`src/rtl/kyber_pkg.sv`:
```
// Shared Kyber constants and the public-key decoder state encoding.
package kyber_pkg;

    localparam int unsigned KYBER_N   = 256;
    localparam int unsigned KYBER_Q   = 3329;
    localparam int unsigned COEF_W    = 12;
    localparam int unsigned RHO_W     = 256;
    localparam int unsigned POLY_BITS = KYBER_N * COEF_W;

    typedef enum logic [1:0] {
        IDLE = 2'd0,
        RHO  = 2'd1,
        COEF = 2'd2,
        DONE = 2'd3
    } state_e;

endpackage

```
`src/rtl/pk_unpack_stream_gearbox.sv`:
```
// Width converter: packs IN_W-bit beats into a small buffer and drains OUT_W-bit words from the bottom.
module pk_gearbox #(
    parameter int unsigned IN_W  = 64,
    parameter int unsigned OUT_W = 12
) (
    input  logic             clk,
    input  logic             rst,
    input  logic             clr,
    input  logic             en,
    input  logic [IN_W-1:0]  in_data,
    input  logic             in_valid,
    output logic             in_ready_c,
    output logic [OUT_W-1:0] out_data_c,
    output logic             out_valid_c,
    input  logic             pop
);

    localparam int unsigned BUF_W = IN_W + OUT_W;
    localparam int unsigned CNT_W = $clog2(BUF_W + 1);

    logic [BUF_W-1:0] buf_q, buf_d;
    logic [CNT_W-1:0] cnt_q, cnt_d;
    logic             push;

    // Ready depends only on the registered fill level, so a same-cycle pop never widens the window.
    assign in_ready_c  = en && (cnt_q <= CNT_W'(BUF_W - IN_W));
    assign out_valid_c = (cnt_q >= CNT_W'(OUT_W));
    assign out_data_c  = buf_q[OUT_W-1:0];
    assign push        = in_ready_c && in_valid;

    // Bits above cnt are always zero, so an append is a plain OR after the pop shift.
    always_comb begin
        buf_d = buf_q;
        cnt_d = cnt_q;
        if (pop) begin
            buf_d = buf_q >> OUT_W;
            cnt_d = cnt_q - CNT_W'(OUT_W);
        end
        if (push) begin
            buf_d = buf_d | (BUF_W'(in_data) << cnt_d);
            cnt_d = cnt_d + CNT_W'(IN_W);
        end
        if (clr) begin
            buf_d = '0;
            cnt_d = '0;
        end
    end

    always_ff @(posedge clk or posedge rst) begin
        if (rst) begin
            buf_q <= '0;
            cnt_q <= '0;
        end else begin
            buf_q <= buf_d;
            cnt_q <= cnt_d;
        end
    end

endmodule

```
`src/rtl/pk_unpack_stream.sv`:
```
// Kyber encapsulation-key decoder: captures rho, then streams range-checked t coefficients.
module pk_unpack_stream
    import kyber_pkg::*;
#(
    parameter int unsigned K    = 3,
    parameter int unsigned IN_W = 64,
    parameter int unsigned Q    = 3329
) (
    input  logic              clk,
    input  logic              rst,
    input  logic              start,
    input  logic [IN_W-1:0]   in_data,
    input  logic              in_valid,
    output logic              in_ready,
    output logic [RHO_W-1:0]  rho,
    output logic              rho_valid,
    output logic [COEF_W-1:0] coef_data,
    output logic [1:0]        coef_poly,
    output logic [7:0]        coef_idx,
    output logic              coef_last,
    output logic              coef_valid,
    input  logic              coef_ready,
    output logic              busy,
    output logic              done,
    output logic [9:0]        bad_cnt,
    output logic              pk_invalid
);

    localparam int unsigned RHO_BEATS = RHO_W / IN_W;
    localparam int unsigned T_BEATS   = K * POLY_BITS / IN_W;
    localparam int unsigned RB_W      = $clog2(RHO_BEATS + 1);
    localparam int unsigned TB_W      = $clog2(T_BEATS + 1);

    state_e            state_q, state_d;
    logic [RHO_W-1:0]  rho_q, rho_d;
    logic              rho_valid_q, rho_valid_d;
    logic [RB_W-1:0]   rho_beat_q, rho_beat_d;
    logic [TB_W-1:0]   beats_left_q, beats_left_d;
    logic [1:0]        poly_q, poly_d;
    logic [7:0]        idx_q, idx_d;
    logic [9:0]        bad_cnt_q, bad_cnt_d;

    logic              gb_clr, gb_en, gb_ready, gb_valid, pop, accept;
    logic [COEF_W-1:0] gb_data;

    assign gb_clr = (state_q == IDLE) && start;
    assign gb_en  = (state_q == COEF) && (beats_left_q != '0);

    pk_gearbox #(
        .IN_W  (IN_W),
        .OUT_W (COEF_W)
    ) u_gb (
        .clk         (clk),
        .rst         (rst),
        .clr         (gb_clr),
        .en          (gb_en),
        .in_data     (in_data),
        .in_valid    (in_valid),
        .in_ready_c  (gb_ready),
        .out_data_c  (gb_data),
        .out_valid_c (gb_valid),
        .pop         (pop)
    );

    assign in_ready   = (state_q == RHO) || gb_ready;
    assign accept     = in_valid && in_ready;
    assign coef_valid = (state_q == COEF) && gb_valid;
    assign coef_data  = gb_data;
    assign coef_poly  = poly_q;
    assign coef_idx   = idx_q;
    assign coef_last  = (poly_q == 2'(K - 1)) && (idx_q == 8'(KYBER_N - 1));
    assign pop        = coef_valid && coef_ready;
    assign rho        = rho_q;
    assign rho_valid  = rho_valid_q;
    assign busy       = (state_q != IDLE);
    assign done       = (state_q == DONE);
    assign bad_cnt    = bad_cnt_q;
    assign pk_invalid = (bad_cnt_q != '0);

    always_comb begin
        state_d      = state_q;
        rho_d        = rho_q;
        rho_valid_d  = rho_valid_q;
        rho_beat_d   = rho_beat_q;
        beats_left_d = beats_left_q;
        poly_d       = poly_q;
        idx_d        = idx_q;
        bad_cnt_d    = bad_cnt_q;
        case (state_q)
            IDLE: begin
                if (start) begin
                    state_d      = RHO;
                    rho_d        = '0;
                    rho_valid_d  = 1'b0;
                    rho_beat_d   = '0;
                    beats_left_d = TB_W'(T_BEATS);
                    poly_d       = '0;
                    idx_d        = '0;
                    bad_cnt_d    = '0;
                end
            end
            RHO: begin
                // Shift-in from the top: after all beats, beat 0 sits at rho[IN_W-1:0].
                if (in_valid) begin
                    rho_d      = {in_data, rho_q[RHO_W-1:IN_W]};
                    rho_beat_d = rho_beat_q + RB_W'(1);
                    if (rho_beat_q == RB_W'(RHO_BEATS - 1)) begin
                        rho_valid_d = 1'b1;
                        state_d     = COEF;
                    end
                end
            end
            COEF: begin
                if (accept) begin
                    beats_left_d = beats_left_q - TB_W'(1);
                end
                if (pop) begin
                    if ((32'(coef_data) >= Q) && (bad_cnt_q != '1)) begin
                        bad_cnt_d = bad_cnt_q + 10'd1;
                    end
                    idx_d = idx_q + 8'd1;
                    if (idx_q == 8'(KYBER_N - 1)) begin
                        poly_d = poly_q + 2'd1;
                    end
                    if (coef_last) begin
                        state_d = DONE;
                    end
                end
            end
            DONE: begin
                state_d = IDLE;
            end
            default: begin
                state_d = IDLE;
            end
        endcase
    end

    always_ff @(posedge clk or posedge rst) begin
        if (rst) begin
            state_q      <= IDLE;
            rho_q        <= '0;
            rho_valid_q  <= 1'b0;
            rho_beat_q   <= '0;
            beats_left_q <= '0;
            poly_q       <= '0;
            idx_q        <= '0;
            bad_cnt_q    <= '0;
        end else begin
            state_q      <= state_d;
            rho_q        <= rho_d;
            rho_valid_q  <= rho_valid_d;
            rho_beat_q   <= rho_beat_d;
            beats_left_q <= beats_left_d;
            poly_q       <= poly_d;
            idx_q        <= idx_d;
            bad_cnt_q    <= bad_cnt_d;
        end
    end

endmodule

```
`config.mk`:
```
export PLATFORM = sky130hd
export DESIGN_NAME = pk_unpack_stream
export DESIGN_NICKNAME = d
export VERILOG_FILES = /design/src/rtl/kyber_pkg.sv /design/src/rtl/pk_unpack_stream_gearbox.sv /design/src/rtl/pk_unpack_stream.sv
export SDC_FILE = /design/constraint.sdc
export NUM_CORES = 1
export LEC_CHECK = 0
export CELL_PAD_IN_SITES_DETAIL_PLACEMENT = 2
export CELL_PAD_IN_SITES_GLOBAL_PLACEMENT = 2
export CORE_ASPECT_RATIO = 0.7
export CORE_UTILIZATION = 34
export DETAILED_ROUTE_END_ITERATION = 8
export GPL_TIMING_DRIVEN = 1
export PLACE_DENSITY_LB_ADDON = 0.25
export SETUP_SLACK_MARGIN = 0.5
export SYNTH_ARGS = -nofsm -noshare
export SYNTH_HDL_FRONTEND = slang
export SYNTH_SLANG_ARGS = --single-unit
```
`constraint.sdc`:
```
create_clock -name clk -period 22.7 [get_ports clk]
set_input_delay 5.675 -clock clk [delete_from_list [all_inputs] [get_ports clk]]
set_output_delay 5.675 -clock clk [all_outputs]
set_load 0.02 [all_outputs]
```
Word level (Yosys, flattened, before mapping):

Cells that the tools add are included.

* bits in registers: 373
* input port bits: 69
* output and inout port bits: 295
* word-level logic and storage cells: 96

* add/sub/neg operators: 7
* magnitude comparators: 3
* eq/ne operators: 15
* shift operators: 1
* muxes and demuxes: 36
* bitwise gates (word level): 1
* reductions and logical operators: 23

Operator list (number)
* $mux W256: 2
* $pmux W256 S2: 1
* $mux W76: 3
* $or A76 B76 Y76: 1
* $shl A64 B7 Y76: 1
* $mux W8: 4
* $pmux W8 S2: 2
* $mux W10: 3
* $mux W7: 3
* $pmux W10 S2: 1
* $mux W2: 8
* $ge A12 B12 Y1 const B: 1
* $reduce_and A4 Y1: 3
* $add A10 B1 Y10 const B: 1
* $ne A10 B10 Y1 const B: 1
* $ne A2 B2 Y1 const B: 5
* $reduce_bool A10 Y1: 1
* $logic_and A1 B1 Y1: 9
* $reduce_and A3 Y1: 3
* $add A8 B1 Y8 const B: 1
* $eq A8 B8 Y1 const B: 1
* $pmux W2 S4: 1
* $reduce_bool A8 Y1: 1
* $sub A8 B1 Y8 const B: 1
* 19 further kinds: 28

Logic depth before layout (Yosys ltp):

* word-level depth: 8
* gate-level depth with buffers: 14

Cells and area by module:

From an unflattened synthesis, not the netlist that was laid out.

* cells, all modules: 1968
* area, all modules: 18534.0 um^2

By module, submodules not included
* pk_unpack_stream: times used 1, cells each 1337, area an instance 12030.3 um^2, seq. area each 7257.0 um^2
* pk_gearbox: times used 1, cells each 631, area an instance 6503.7 um^2, seq. area each 2026.9 um^2

Worst setup path after synthesis:

Ideal clock, no wire load.

* kind: register to output
* start: reg state_q[0]
* end: out coef_valid
* arrival: 2396 ps
* setup slack: 14629 ps
* cell stages (with the launch flop): 9
* cell sequence: dfrtp_1 > inv_1 > ha_1 > buf_2 > clkbuf_1 > buf_2 > buf_1 > clkbuf_1 > a21boi_0

* cells in the longest elaborated chain, start to end: 2

Ends and longest elaborated chain
* from (decl): line pk_unpack_stream.sv:34 `state_e state_q, state_d;`
* from (signal assigned): line pk_unpack_stream.sv:150 `state_q <= state_d;`
* $eq A2 B2 Y1: line pk_unpack_stream.sv:67 `assign coef_valid = (state_q == COEF) && gb_valid;`
* $logic_and A1 B1 Y1: line pk_unpack_stream.sv:67
* to (decl): line pk_unpack_stream.sv:21 `output logic coef_valid,`

Every way passes these cells.

Worst setup path after layout:

* start: in coef_ready
* end: reg u_gb.buf_q[59]

* cells in the longest elaborated chain, start to end: 6

Ends and longest elaborated chain
* from (decl): line pk_unpack_stream.sv:22 `input logic coef_ready,`
* $logic_and A1 B1 Y1 (*): line pk_unpack_stream.sv:72 `assign pop = coef_valid && coef_ready;`
* $mux W7: line pk_unpack_stream_gearbox.sv:35 `if (pop) begin`
* $shl A64 B7 Y76: line pk_unpack_stream_gearbox.sv:40 `buf_d = buf_d | (BUF_W'(in_data) << cnt_d);`
* $or A76 B76 Y76: line pk_unpack_stream_gearbox.sv:40
* $mux W76 (*): line pk_unpack_stream_gearbox.sv:39 `if (push) begin`
* $mux W76 (*): line pk_unpack_stream_gearbox.sv:43 `if (clr) begin`
* named net u_gb.buf_d[59]: line pk_unpack_stream_gearbox.sv:21 `logic [BUF_W-1:0] buf_q, buf_d;`
* to (signal assigned): line pk_unpack_stream_gearbox.sv:54 `buf_q <= buf_d;`
* to (decl): line pk_unpack_stream_gearbox.sv:21

Mark *: on every way through the listed nets, which the timed path passes. The rest lies on a longest branch.
A chain may end at the register's enable or synchronous reset.

==> results.yml <==
power_and_ir_drop:
  sequential_share_of_power_pct: 28.7
  power.leakage_nw: 11.5
  totalPowerFinal_w: 0.00337
  power_switching_share_pct: 48.1
  power.density_nw_per_um2: 138
  netSwitchingPower_w: 0.00162
  clock_power_share_pct: 20.2
  internal_power_w: 0.00175
  max-vdd-ir-drop_v: 0.0000982
  pwr-share-comb_pct: 51.1
die:
  floorplan.die.width_um: 285
  io-pin-count: 364
  initial_core_util_pct: 34.4
  coreArea_um2: 55300
  placement_rows: 72
  die-height_um: 200
  die_area_um2: 57000
sta:
  relSlewSlack_pct: 15.6
  worst_slew_pin_slew_ns: 1.26
  fin_crit_sh_pct: 40.2
  final_max_slew_viol_count: 0
  rsz0062_at_grt: "no"
  finalCriticalPeriod_ns: 9.13
  fmax_ghz: 0.110
  finalHoldViolations: 0
  finClkSkew_ns: 0.0153
  whs_ns: 0.461
  setup_viol_count_final: 0
  finalSetupTns_ns: 0
synth:
  seq_cells_post_synth: 371
  synth_xor_area_share_pct: 0.874
  synth-seq-area-share_pct: 48.7
  synth_cell_types: 69
  yosys_most_used_dff: "dfrtp_1"
  synth_compound_area_share_pct: 11.7
  proportion_of_synthesized_flip_flops_having_asynchronous_set_or_reset_pct: 100
  synth_cells: 2222
  post_synth_fa_ha_maj_area_fraction_pct: 0.854
  synthesis.nets: 2304
  synth.mux.area_fraction_pct: 6.37
  synth-warning-count: 0
  post_synth_and_or_nand_nor_area_fraction_pct: 26.9
  post_synth_design_cell_area_um2: 19000
  synth_top_family_by_area: "simple AND/OR/NAND/NOR gates"
  synth.avg_cell_area_um2: 8.57
  synth-edff-count: 0
final_layout:
  mostFrequentLayoutCell: "nand2_1"
  area.growth.synth_to_final_pct: 28.4
  design.final.nets: 2554
  drive_above_1_share_pct: 5.21
  num-fill-cells: 6021
  layout_common_cells: "nand2_1, dfrtp_1, clkdlybuf4s50_1, nand3_1, mux2i_1"
routing:
  totalWireLength_mm: 83.4
  detailedRoute.firstPassIterationCount: 6
  post_detailed_route_wirelength_per_cell_um: 25.8
  post-route-drc-count: 0
  drt_iter0_markers: 1267
  vias: 18500
  viasPerCell: 5.71
  antenna_violating_nets_post_route: 0
clock_tree:
  cts_resized: 0
  holdBufCountCts: 0
  cts_bufs_inserted: 41
  tritoncts: "built"
  clk-insertion-delay-late_ns: 0.58
  clk_root_buffer_cell: "clkbuf_16"
  cts_setup_buffers: 0
  htreeDepth: 2
  clkSlewWorstSetupHoldPaths_ns: 0.06
  max-clock-path-buffers: 3
  clock_sinks: 371
placement:
  place.detailed.hpwl_mm: 58.4
  port_buffers: 363
  place_congestion: 0.924
outcome:
  status: "finished clean"
hold_path:
  timing.hold.worst.class: "reg -> reg"
  holdCritStartpoint: "rho[21]"
grt:
  vias_in_the_first_global_route: 19900
  grt_start_max_net_pins: 214
  grt_use_total_pct: 28.7
  antenna_found_initial: 4
  first_pass_grt_wire_length_mm: 126
  overflow: 0
worst_setup_path:
  cpPeakStageDelay_ns: 0.98
  library_cell_contributing_the_largest_single_delay_on_the_critical_path: "clkdlybuf4s50_1"
  path_class: "in -> reg"
  endpoint_kind: "flip-flop"
  r2r_cells: 8
  critical_path.reg2reg.endpoint: "u_gb.buf_q[59]"
  setup.worst_path.end: "u_gb.buf_q[59]"
  timing.critical_path.cells: "clkdlybuf4s50_1 -> nand2_1 -> buf_4 -> o21ai_1 -> and2_2 -> o21ai_0 -> o2bb2ai_1 -> o221ai_1"
  worstSetupStartpoint: "coef_ready"
  timing.reg2reg.setup_slack_ns: 18.03
  required_ns: 23.13
  critPathMaxFanout: 33
  ff_to_ff_start: "u_gb.cnt_q[3]"
  critPathArrivalTime_ns: 9.56
  critPathLaunchType: "input port"
job:
  max_cap_check_violation_count: 0
[cell type report]
class	count	area [um2]	area share, %
well taps	740	926	3.79
diodes	2	5.00	0.0205
inverters	14	60.1	0.246
flip-flops and latches	371	9290	38.0
multi-input cells	1652	8960	36.7
repair buffers	392	3890	15.9
clock buffers	51	1130	4.64
clock inverters	16	190	0.778
[routing by layer]
layer	part of all wire, %	global-route usage (%)	wire length, um	vias up
met5	0.026	0	22	-
met4	2.7	8.56	2230	4
met2	47	46.2	38900	536
met1	45	39.2	37700	9617
li1	-	-	-	8198
met3	5.5	5.50	4570	138
[logic make-up after synthesis]
logic type / after synthesis
AOI/OAI and AO/OA: 324
and+or+nand+nor: 1177
muxes: 119
xor gates and xnor gates: 19
DFF: 371
buffers and inverters: 199
adders and majority gates: 13
[power by group through the flow]
stage,sequential (W),clock [W],combinational (W)
4_1_cts,0.000971,0.000701,0.00171
6_report,0.000969,0.000682,0.00172
5_1_grt,0.000991,0.000718,0.00183
3_3_place_gp,0.000967,0,0.00166
3_5_place_dp,0.000980,0,0.00170
2_1_floorplan,0.00104,0,0.000971
[state kept, by name (all words and copies together), names as in the netlist]
name	flops
u_gb.cnt_q	5
beats_left_q	8
coef_poly	2
state_q	2
rho_valid	1
bad_cnt	10
rho	256
coef_idx	8
u_gb.buf_q	76
rho_beat_q	3
[synth_stat cells, drive strengths merged (3+ instances only)]
library cell  count  area (um2)
nand2           683        2570
dfrtp           371        9280
nand3           277        1390
clkbuf          126         473
mux2i           111        1110
nor2             94         355
o21ai            69         357
a21oi            64         324
buf              59         344
a31oi            30         188
o221ai           24         210
nor3             21         105
o32ai            20         175
nand4            19         119
a211oi           18         135
and2             17         106
o211ai           16         134
xor2             16         140
inv              14        52.6
ha               13         163
a22oi            12        95.1
nand2b           12        75.1
nor4             12        90.1
and3             11        68.8
nand4b           10        87.6
o22ai            10        62.6
a221oi            9        85.1
a22o              9        78.8
mux2              7        78.8
or4               7        52.6
a222oi            6        60.1
a41oi             6        52.6
o2bb2ai           5        43.8
a21boi            4        30.0
nand3b            4        30.0
o31ai             4        30.0
a21o              3        22.5
o2111ai           3        26.3
or2               3        18.8
xnor2             3        26.3
[critical path: cells and delay by family]
family                 cells  cell delay (ns)
and+or+nand+nor            2             1.02
buffers and inverters      2             1.24
AOI/OAI and AO/OA          4             1.59
[how the worst min path moves through the flow]
stage,endpoint,depth (start not counted)
final,rho[21],2
after global routing,rho[21],2
after CTS,rho[21],2
after detailed placement,rho[21],2
after global placement,rho[14],2
after floorplan,rho_beat_q[1],2
[per-stage QoR]
step | utilization [%] | setup WS, ns | area [um2] | instances
detailed placement | 41.8 | 13.04 | 23100 | 3169
global route | 44.2 | 13.36 | 24400 | 3236
floorplan | - | 6.72 | 19000 | 2222
global placement | 41.8 | 13.20 | 23100 | 3169
CTS | 44.2 | 13.60 | 24400 | 3236
finish | 44.2 | 13.57 | 24500 | 3238
Power figures use the tool's default switching activity.
